[src/rtl/sdram_arb_pkg.sv]
// Shared definitions for the two-master SDRAM port arbiter.
//   master_id_t      : identifies master 0 or master 1
//   NUM_MASTERS      : number of arbitrated master ports
//   *_DEFAULT        : default parameter values for the arbiter
package sdram_arb_pkg;

  typedef logic master_id_t;

  localparam int unsigned NUM_MASTERS       = 2;
  localparam int unsigned ADDR_W_DEFAULT    = 25;
  localparam int unsigned DATA_W_DEFAULT    = 16;
  localparam int unsigned TAG_DEPTH_DEFAULT = 8;

endpackage

[src/rtl/sdram_arb_tag_fifo.sv]
// Tag FIFO recording which master owns each outstanding read.
// Ports:
//   clk, reset     : clock, synchronous active-high reset (empties the FIFO)
//   push, din      : write din when not full (or when popping in the same cycle)
//   pop, dout      : dout is the head entry; pop removes it when not empty
//   full, empty    : occupancy flags
//   count          : occupancy 0..DEPTH
// DEPTH must be a power of two so the pointers wrap naturally.
module sdram_arb_tag_fifo #(
  parameter int unsigned DEPTH = 8,
  parameter int unsigned W     = 1
) (
  input  logic                       clk,
  input  logic                       reset,
  input  logic                       push,
  input  logic                       pop,
  input  logic [W-1:0]               din,
  output logic [W-1:0]               dout,
  output logic                       full,
  output logic                       empty,
  output logic [$clog2(DEPTH+1)-1:0] count
);

  localparam int unsigned PtrW = (DEPTH > 1) ? $clog2(DEPTH) : 1;
  localparam int unsigned CntW = $clog2(DEPTH + 1);
  localparam logic [PtrW-1:0] PtrOne = 1;
  localparam logic [CntW-1:0] CntOne = 1;

  logic [W-1:0]    mem [DEPTH];
  logic [PtrW-1:0] wr_ptr_q, rd_ptr_q;
  logic [CntW-1:0] count_q;
  logic            do_push, do_pop;

  assign full  = (count_q == CntW'(DEPTH));
  assign empty = (count_q == '0);
  assign count = count_q;
  assign dout  = mem[rd_ptr_q];

  // A push into a full FIFO is legal when the head leaves in the same cycle.
  assign do_push = push && (!full || pop);
  assign do_pop  = pop && !empty;

  always_ff @(posedge clk) begin
    if (reset) begin
      wr_ptr_q <= '0;
      rd_ptr_q <= '0;
      count_q  <= '0;
    end else begin
      if (do_push) wr_ptr_q <= wr_ptr_q + PtrOne;
      if (do_pop)  rd_ptr_q <= rd_ptr_q + PtrOne;
      case ({do_push, do_pop})
        2'b10:   count_q <= count_q + CntOne;
        2'b01:   count_q <= count_q - CntOne;
        default: count_q <= count_q;
      endcase
    end
  end

  always_ff @(posedge clk) begin
    if (do_push) mem[wr_ptr_q] <= din;
  end

endmodule

[src/rtl/sdram_port_arbiter.sv]
// Two-master round-robin arbiter in front of an Avalon-style SDRAM controller.
// Ports:
//   clk_clk, reset_reset      : clock, synchronous active-high reset
//   mp0_* / mp1_*             : master command ports with waitrequest and read return
//   s_*                       : single command/return port toward the controller
//   err_orphan                : sticky, set by read data arriving with no read outstanding
//   perf_acc0/1, perf_stall   : only with SDRAM_ARB_PERF_EN defined; accepted commands per
//                               master and cycles with a request but no acceptance
// Read returns are routed in order through a tag FIFO and appear one cycle after
// s_readdatavalid.
module sdram_port_arbiter
  import sdram_arb_pkg::*;
#(
  parameter int unsigned ADDR_W    = ADDR_W_DEFAULT,
  parameter int unsigned DATA_W    = DATA_W_DEFAULT,
  parameter int unsigned TAG_DEPTH = TAG_DEPTH_DEFAULT
) (
  input  logic                clk_clk,
  input  logic                reset_reset,
  input  logic [ADDR_W-1:0]   mp0_address,
  input  logic                mp0_read,
  input  logic                mp0_write,
  input  logic [DATA_W-1:0]   mp0_writedata,
  input  logic [DATA_W/8-1:0] mp0_byteenable,
  output logic                mp0_waitrequest,
  output logic [DATA_W-1:0]   mp0_readdata,
  output logic                mp0_readdatavalid,
  input  logic [ADDR_W-1:0]   mp1_address,
  input  logic                mp1_read,
  input  logic                mp1_write,
  input  logic [DATA_W-1:0]   mp1_writedata,
  input  logic [DATA_W/8-1:0] mp1_byteenable,
  output logic                mp1_waitrequest,
  output logic [DATA_W-1:0]   mp1_readdata,
  output logic                mp1_readdatavalid,
  output logic [ADDR_W-1:0]   s_address,
  output logic                s_read,
  output logic                s_write,
  output logic [DATA_W-1:0]   s_writedata,
  output logic [DATA_W/8-1:0] s_byteenable,
  input  logic                s_waitrequest,
  input  logic [DATA_W-1:0]   s_readdata,
  input  logic                s_readdatavalid,
`ifdef SDRAM_ARB_PERF_EN
  output logic [31:0]         perf_acc0,
  output logic [31:0]         perf_acc1,
  output logic [31:0]         perf_stall,
`endif
  output logic                err_orphan
);

  localparam int unsigned CntW = $clog2(TAG_DEPTH + 1);

  logic [NUM_MASTERS-1:0] req, rd, elig;
  master_id_t             win, rr_last_q, lock_id_q;
  logic                   win_valid, win_read, accept, lock_q;
  logic                   read_blocked;
  logic                   fifo_push, fifo_pop, fifo_full, fifo_empty;
  master_id_t             fifo_dout;
  logic [CntW-1:0]        fifo_count;
  logic                   rdv_q, err_q;
  master_id_t             rid_q;
  logic [DATA_W-1:0]      rdata_q;

  always_comb begin
    req      = {mp1_read | mp1_write, mp0_read | mp0_write};
    rd       = {mp1_read, mp0_read};
    fifo_pop = s_readdatavalid && !fifo_empty && !reset_reset;
    // A full FIFO still takes a read if the head is retired in the same cycle.
    read_blocked = fifo_full && !fifo_pop;
    elig         = req & ~(rd & {NUM_MASTERS{read_blocked}});

    win       = 1'b0;
    win_valid = 1'b0;
    if (lock_q && elig[lock_id_q]) begin
      // Keep the grant on a master stalled by the controller.
      win       = lock_id_q;
      win_valid = 1'b1;
    end else if (elig == 2'b11) begin
      win       = ~rr_last_q;
      win_valid = 1'b1;
    end else if (elig[0]) begin
      win       = 1'b0;
      win_valid = 1'b1;
    end else if (elig[1]) begin
      win       = 1'b1;
      win_valid = 1'b1;
    end
    if (reset_reset) win_valid = 1'b0;

    win_read  = rd[win];
    accept    = win_valid && !s_waitrequest;
    fifo_push = accept && win_read;

    s_address    = win ? mp1_address    : mp0_address;
    s_writedata  = win ? mp1_writedata  : mp0_writedata;
    s_byteenable = win ? mp1_byteenable : mp0_byteenable;
    s_read       = win_valid && win_read;
    s_write      = win_valid && !win_read;

    mp0_waitrequest = !(accept && (win == 1'b0));
    mp1_waitrequest = !(accept && (win == 1'b1));
  end

  always_ff @(posedge clk_clk) begin
    if (reset_reset) begin
      rr_last_q <= 1'b1;
      lock_q    <= 1'b0;
      lock_id_q <= 1'b0;
    end else begin
      if (accept) rr_last_q <= win;
      lock_q    <= win_valid && !accept;
      lock_id_q <= win;
    end
  end

  sdram_arb_tag_fifo #(
    .DEPTH (TAG_DEPTH),
    .W     ($bits(master_id_t))
  ) u_tag_fifo (
    .clk   (clk_clk),
    .reset (reset_reset),
    .push  (fifo_push),
    .pop   (fifo_pop),
    .din   (win),
    .dout  (fifo_dout),
    .full  (fifo_full),
    .empty (fifo_empty),
    .count (fifo_count)
  );

  // Read return: register data and owner so the master sees it one cycle later.
  always_ff @(posedge clk_clk) begin
    if (reset_reset) begin
      rdv_q <= 1'b0;
      rid_q <= 1'b0;
      err_q <= 1'b0;
    end else begin
      rdv_q <= fifo_pop;
      if (fifo_pop) rid_q <= fifo_dout;
      if (s_readdatavalid && fifo_empty) err_q <= 1'b1;
    end
  end

  always_ff @(posedge clk_clk) begin
    if (fifo_pop) rdata_q <= s_readdata;
  end

  assign mp0_readdata      = rdata_q;
  assign mp1_readdata      = rdata_q;
  assign mp0_readdatavalid = rdv_q && (rid_q == 1'b0) && !reset_reset;
  assign mp1_readdatavalid = rdv_q && (rid_q == 1'b1) && !reset_reset;
  assign err_orphan        = err_q && !reset_reset;

`ifdef SDRAM_ARB_PERF_EN
  logic [31:0] acc0_q, acc1_q, stall_q;

  always_ff @(posedge clk_clk) begin
    if (reset_reset) begin
      acc0_q  <= '0;
      acc1_q  <= '0;
      stall_q <= '0;
    end else begin
      if (accept && (win == 1'b0)) acc0_q <= acc0_q + 32'd1;
      if (accept && (win == 1'b1)) acc1_q <= acc1_q + 32'd1;
      if ((|req) && !accept)       stall_q <= stall_q + 32'd1;
    end
  end

  assign perf_acc0  = acc0_q;
  assign perf_acc1  = acc1_q;
  assign perf_stall = stall_q;
`endif

  // Occupancy can never exceed the FIFO size.
  count_in_range: assert property (@(posedge clk_clk) disable iff (reset_reset)
    fifo_count <= CntW'(TAG_DEPTH));

endmodule

[config.mk]
export PLATFORM = sky130hd
export DESIGN_NAME = sdram_port_arbiter
export DESIGN_NICKNAME = d
export VERILOG_FILES = /design/src/rtl/sdram_arb_pkg.sv /design/src/rtl/sdram_arb_tag_fifo.sv /design/src/rtl/sdram_port_arbiter.sv
export SDC_FILE = /design/constraint.sdc
export NUM_CORES = 1
export LEC_CHECK = 0
export ABC_CLOCK_PERIOD_IN_PS = 5680
export CORE_MARGIN = 2
export CORE_UTILIZATION = 37
export CTS_CLUSTER_DIAMETER = 30
export DETAILED_ROUTE_END_ITERATION = 16
export PLACE_DENSITY_LB_ADDON = 0.15
export SLEW_MARGIN = 15
export SYNTH_ARGS = -nofsm -noshare
export SYNTH_HDL_FRONTEND = slang
export SYNTH_SLANG_ARGS = --single-unit
[constraint.sdc]
create_clock -name clk_clk -period 5.68 [get_ports clk_clk]
set_input_delay 0.568 -clock clk_clk [delete_from_list [all_inputs] [get_ports clk_clk]]
set_output_delay 0.568 -clock clk_clk [all_outputs]
set_load 0.005 [all_outputs]
Yosys cells after proc, flatten, opt, wreduce, memory -nomap -nowiden
Memory sizes are Yosys's and may differ from the RTL's. A register that Yosys moved wholly into a read port is not among the register bits.
Cells that the tools add are included.
{ "op_classes": {"n_addsub": 4, "magnitude_cmp": 2, "eq_ne": 4, "n_mux": 18, "bitwise_logic": 8, "reduce_logical": 31} }
{ "op_table": {"columns": ["operator", "count"], "rows": [
  ["$mux 25", 1],
  ["$logic_and 1x1->1", 19],
  ["$mux 16", 1],
  ["$mux 1", 14],
  ["$logic_not 1->1", 9],
  ["$pmux 4 s2", 1],
  ["$add 3x1->3 const B", 2],
  ["$add 4x1->4 const B", 1],
  ["$and 2x2->2", 2],
  ["$eq 2x2->1 const B", 2],
  ["$eq 4x4->1 const B", 1],
  ["$logic_not 4->1", 1],
  ["$lt 1x2->1 const B", 2],
  ["$sub 4x1->4 const B", 1],
  ["$not 1->1", 3],
  ["$eq 2x1->1 const B", 1],
  ["$mux 2", 1],
  ["$not 2->2", 1],
  ["$or 1x1->1", 2],
  ["$reduce_bool 2->1", 1],
  ["$logic_or 1x1->1", 1]
]} }
{ "totals": {"ff_bits": 31, "mem_bits_rw": 8, "input_bits": 110, "output_inout_bits": 82, "elab_cells": 77, "mem_count": 1} }
{ "memory_table": {"columns": ["memory", "depth", "width", "read_ports", "rd_clocked_by_memory_dff", "wr", "line_no", "source"], "rows": [
  ["u_tag_fifo.mem", 8, 1, 1, 1, 1, "sdram_arb_tag_fifo.sv:29", "logic [W-1:0] mem [DEPTH];"]
]} }

Depth between registers and ports, before layout
{ "depth": {"ltp_word": 19, "depth_mapped": 11, "ltp_nobuf": 10} }

Cells and area by module
A second synthesis with hierarchy kept.
{ "hier_totals": {"cells_unflattened": 207, "area_unflattened_um2": 2621.3} }
{ "by_module_without_submodules": {"columns": ["mod", "n_inst", "cells_each", "area_per_inst_um2"], "rows": [
  ["sdram_port_arbiter", 1, 123, 1641.6],
  ["sdram_arb_tag_fifo", 1, 84, 979.7]
]} }

Worst setup path before layout
OpenSTA, ideal clock, no wires.
{ "synth_timing": {"path_kind": "input to register", "startpoint": "in reset_reset", "endpoint": "reg u_tag_fifo.count_q[2] (netlist: u_tag_fifo.count[2])", "setup_ps": 71, "t_arrival_ps": 2584, "setup_slack_ps": 3025, "cell_stages": 11, "n_path_buf": 1, "path_cell_list": "clkbuf_2 > nand2b_2 > a311oi_2 > o21ai_2 > ha_1 > xor2_1 > ha_1 > a21oi_1 > xor2_1 > or3_1 > a21oi_1"} }
{ "synth_via": {"elab_chain_len": 17, "elab_cells_between_ends": 30} }
{ "synth_rtl": {"columns": ["item", "line_no", "source"], "rows": [
  ["start, declared", "sdram_port_arbiter.sv:19", "input logic reset_reset,"],
  ["$logic_not 1->1", "sdram_port_arbiter.sv:68", "fifo_pop = s_readdatavalid && !fifo_empty && !reset_reset;"],
  ["$logic_and 1x1->1", "sdram_port_arbiter.sv:68", null],
  ["$logic_not 1->1", "sdram_port_arbiter.sv:70", "read_blocked = fifo_full && !fifo_pop;"],
  ["$logic_and 1x1->1", "sdram_port_arbiter.sv:70", null],
  ["$and 2x2->2", "sdram_port_arbiter.sv:71", "elig = req & ~(rd & {NUM_MASTERS{read_blocked}});"],
  ["$not 2->2", "sdram_port_arbiter.sv:71", null],
  ["$and 2x2->2", "sdram_port_arbiter.sv:71", null],
  ["$mux 1 (on tied branches)", "sdram_port_arbiter.sv:85, sdram_port_arbiter.sv:75", null],
  ["$mux 1 (on tied branches)", "sdram_port_arbiter.sv:82, sdram_port_arbiter.sv:75", null],
  ["$mux 1 / $logic_and 1x1->1 (equally long branches)", "sdram_port_arbiter.sv:79, sdram_port_arbiter.sv:75", null],
  ["$mux 1", "sdram_port_arbiter.sv:75", "if (lock_q && elig[lock_id_q]) begin"],
  ["$mux 1 (on tied branches)", "sdram_port_arbiter.sv:91, sdram_port_arbiter.sv:89", null],
  ["$mux 1 (implied by the code) / $logic_and 1x1->1 (equally long branches)", "sdram_port_arbiter.sv:91, sdram_port_arbiter.sv:92", null],
  ["$logic_and 1x1->1", "sdram_port_arbiter.sv:93", "fifo_push = accept && win_read;"],
  ["$logic_and 1x1->1", "sdram_arb_tag_fifo.sv:40", "assign do_push = push && (!full || pop);"],
  ["$eq 2x1->1 / $eq 2x2->1 (equally long branches)", "sdram_arb_tag_fifo.sv:51", "case ({do_push, do_pop})"],
  ["$pmux 4 s2 / $reduce_bool 2->1 (equally long branches)", null, null],
  ["end signal, assigned", "sdram_arb_tag_fifo.sv:52", "2'b10: count_q <= count_q + CntOne;"],
  ["end signal, assigned", "sdram_arb_tag_fifo.sv:53", "2'b01: count_q <= count_q - CntOne;"],
  ["end signal, assigned", "sdram_arb_tag_fifo.sv:54", "default: count_q <= count_q;"],
  ["end, declared", "sdram_arb_tag_fifo.sv:31", "logic [CntW-1:0] count_q;"]
]} }
Several ways; a longest one is shown, not always the timed one. The select of a mux whose other input is x is not followed.
A chain may end at the register's enable or synchronous reset.

Final worst setup path
{ "layout_timing": {"startpoint": "in reset_reset", "endpoint": "out s_address[24]"} }
{ "layout_via": {"elab_chain_len": 12, "elab_cells_between_ends": 16} }
{ "layout_rtl": {"columns": ["item", "line_no", "source"], "rows": [
  ["$logic_not 1->1 *", "sdram_port_arbiter.sv:68", null],
  ["$logic_and 1x1->1 *", "sdram_port_arbiter.sv:68", null],
  ["$logic_not 1->1 *", "sdram_port_arbiter.sv:70", null],
  ["$logic_and 1x1->1 *", "sdram_port_arbiter.sv:70", null],
  ["$and 2x2->2 *", "sdram_port_arbiter.sv:71", null],
  ["$not 2->2 *", "sdram_port_arbiter.sv:71", null],
  ["$and 2x2->2 *", "sdram_port_arbiter.sv:71", null],
  ["$mux 1 (on tied branches)", "sdram_port_arbiter.sv:85, sdram_port_arbiter.sv:75", null],
  ["$mux 1 (on tied branches)", "sdram_port_arbiter.sv:82, sdram_port_arbiter.sv:75", null],
  ["$mux 1 / $logic_and 1x1->1 (equally long branches)", "sdram_port_arbiter.sv:79, sdram_port_arbiter.sv:75", null],
  ["$mux 1 *", "sdram_port_arbiter.sv:75", null],
  ["$mux 25 *", "sdram_port_arbiter.sv:95", "s_address = win ? mp1_address : mp0_address;"],
  ["end, declared", "sdram_port_arbiter.sv:36", "output logic [ADDR_W-1:0] s_address,"]
]} }
Mark *: on every way between the ends. The rest lies on a longest branch, timed or not. The select of a mux whose other input is x is not followed.

==> out/metrics.cfg <==
[outcome]
outcome=finished, final reports clean

[worst_setup_path]
rrSetupSlack_ps=3000
cpMaxStageDelayCell=nand3_2
crit_start=reset_reset
path_depth=9
critPathCaptureType=output port
reg2reg_from=u_tag_fifo.count[0]
crit_path_end=s_address[24]
crit_fanout=26
worstReg2RegEnd=u_tag_fifo.count[2]
worstPathCellList=clkdlybuf4s50_1, buf_4, nand2b_2, nand3_2, nand2_1, nand3_2, buf_12, mux2_2, clkdlybuf4s50_1
max_stage_delay_ps=580
critPathKind=primary input to output port
reg2reg_depth=9
cp-start-kind=primary input
crit_family=buffers and inverters
arrival_ps=3500
path_buf_inv=4
required_ps=5110

[timing]
rsz0062_at_grt=false
fin_skew_ps=7.588
fin_crit_sh_pct=71.56
timing.hold.ws_ps=470.1
drv_slew=0
fin_ws_ps=1616
relSlewSlack_pct=31.34
fmax_mhz=246.0
worst_pin_slew_ps=1029
fin_setup_tns_ps=0
finalSetupViolCount=0
min_period_ps=4064
hold_viol=0

[yosys]
synth_top_area_share_pct=28.54
yosysWarnings=0
ys.flop_type=edfxtp_1
syn-num-nets=327
ys_ff_latch=40
synth.largest_area_cell=edfxtp_1
postSynthAreaPerCell_sq_um=11.91
syn-cell-area_sq_um=2525
yosys-top-cells-area=edfxtp_1, mux2_4, dfxtp_1, mux2_2, buf_4
ys_seq_area_share_pct=41.23
synth_edf_count=24
async_reset_ff_share_pct=0
ys_types=46
synth_cells=212

[detailed_routing]
first_pass_iters=4
drt_iter0_markers=75
routed_wl_mm=7.878
wl_per_cell_microns=16.80
viasPerCell=4.876
drc=0
ant_nets=0
vias=2287

[pwr]
ir_drop_mv=0.1346
p_leak_nw=1.745
power_mw=0.9124
powerDensity_nw_per_um2=202.3

[floorplan]
row_count=30
die_area_sq_um=7501
start_util_pct=37.79
die_w_microns=86.61
num_io_pins=192
die_h_microns=86.61
core_region_area_sq_um=6681

[cts]
cts_root_buf=clkbuf_8
cts_hold_buffers=0
cts_resized=0
htreeDepth=2
clk_path_buf_depth=2
cts_buffers=5
cts_sinks=40
post_cts_buffers=0
clk_latency_ps=300
clk_pin_slew_ps=70
cts_tree=built

[layout]
diodes=0
drive_gt1_share_pct=17.22
nNetsFinal=503
num-fill-cells=520
area_growth_pct=78.59
fin_area_sq_um=4509
final_cells=469
final_core_util_pct=67.49

[placement]
port_buffers=191
hpwl_mm=6.557
dp_cells=461
postPlaceCellArea_sq_um=4377
globalplace.congestion=0.8877
place_ws_ps=1616

[grt]
grt_use_met2_pct=34.76
grt-ovfl-total=0
grt_max_degree=27
met3_usage_pct=7.429
antenna_found_initial=0
grt_pass1_vias=2181
grt_pass1_wl_mm=11.54
busiest_layer=met2
grt_usage_pct=20.02
grt_util_met1_pct=23.78

[flow_run]
maxCapViolations=0

[min_path]
hp-class=register to register

==> worst reg2reg max path, cell delays in order, from the launching register on <==
cell     delay (ps)
dfxtp_1         390
nor4_1          700
nor2_1          170
ha_1            310
xor2_1          160
ha_1            190
a21oi_1         150
xor2_1           90
or3_1           300
a21oi_1         150
==> cells in the final DEF, fill, tap and decap left out, drive strengths merged, types with 3 or more instances in the layout <==
| cell type | count |
|---|---|
| edfxtp | 24 |
| mux2 | 43 |
| nor2b | 3 |
| nor2 | 22 |
| ha | 5 |
| or2 | 5 |
| o21ai | 6 |
| clkbuf | 6 |
| nand3 | 3 |
| dfxtp | 16 |
| mux2i | 3 |
| inv | 6 |
| a21oi | 6 |
| clkdlybuf4s50 | 191 |
| xor2 | 4 |
| nand2b | 5 |
| nor3 | 4 |
| nand2 | 10 |
==> synthesized netlist by cell type, drive strengths merged, types with 5 or more instances <==
library cell and n:
mux2 43, nand2 10, nand2b 5, ha 5, o21ai 6, inv 6
nor2 22, edfxtp 24, a21oi 6, buf 22, dfxtp 16, or2 5
==> cells by family after synthesis <==
group | count (synthesis) | share of synthesized area (%)
compound gates | 21 | 6.145
xor+xnor | 6 | 2.081
fa+ha+maj | 5 | 2.478
buf+inv | 30 | 8.424
flops | 40 | 41.23
mux | 48 | 26.02
simple gates | 62 | 13.63
==> worst min-delay path by stage <==
stage                                 startpoint                endpoint  slack, ps  cells after the start
after floorplan                            err_q                   err_q        430                      2
after global placement                     err_q                   err_q        440                      2
after detailed placement                   err_q                   err_q        460                      2
after CTS                                  err_q                   err_q        480                      2
after global routing      u_tag_fifo.wr_ptr_q[0]  u_tag_fifo.wr_ptr_q[0]        520                      2
final                                      err_q                   err_q        470                      2
==> final cells by class <==
class                      instances  area [sq um]  area share (%)
inverter                           6         22.52          0.4994
timing repair buffer             193          1939           43.01
multi-input combinational        142          1274           28.25
clock buffer                       6         72.57           1.609
sequential                        40          1041           23.09
clock inverter                     2         60.06           1.332
tap                               80         100.1           2.220
==> sequential cells by signal, indices dropped and copies added (netlist names), 3 cells and up <==
signal               count
u_tag_fifo.mem           8
mp0_readdata            16
u_tag_fifo.count         4
u_tag_fifo.rd_ptr_q      3
u_tag_fifo.wr_ptr_q      3
==> report_power, final <==
| part | switching [mW] | internal [mW] | total, mW | leakage, nW |
|---|---|---|---|---|
| Clock | 0.0981 | 0.176 | 0.274 | 0.0654 |
| Combinational | 0.0967 | 0.210 | 0.307 | 1.33 |
| Sequential | 0.0100 | 0.322 | 0.332 | 0.348 |
==> routing by layer <==
| layer | vias to the layer above | wire [microns] |
|---|---|---|
| met3 | 10 | 741 |
| met1 | 1056 | 2977 |
| met4 | 0 | 104 |
| li1 | 1102 | - |
| met5 | - | 0 |
| met2 | 119 | 4054 |
Power figures use the tool's default switching activity.
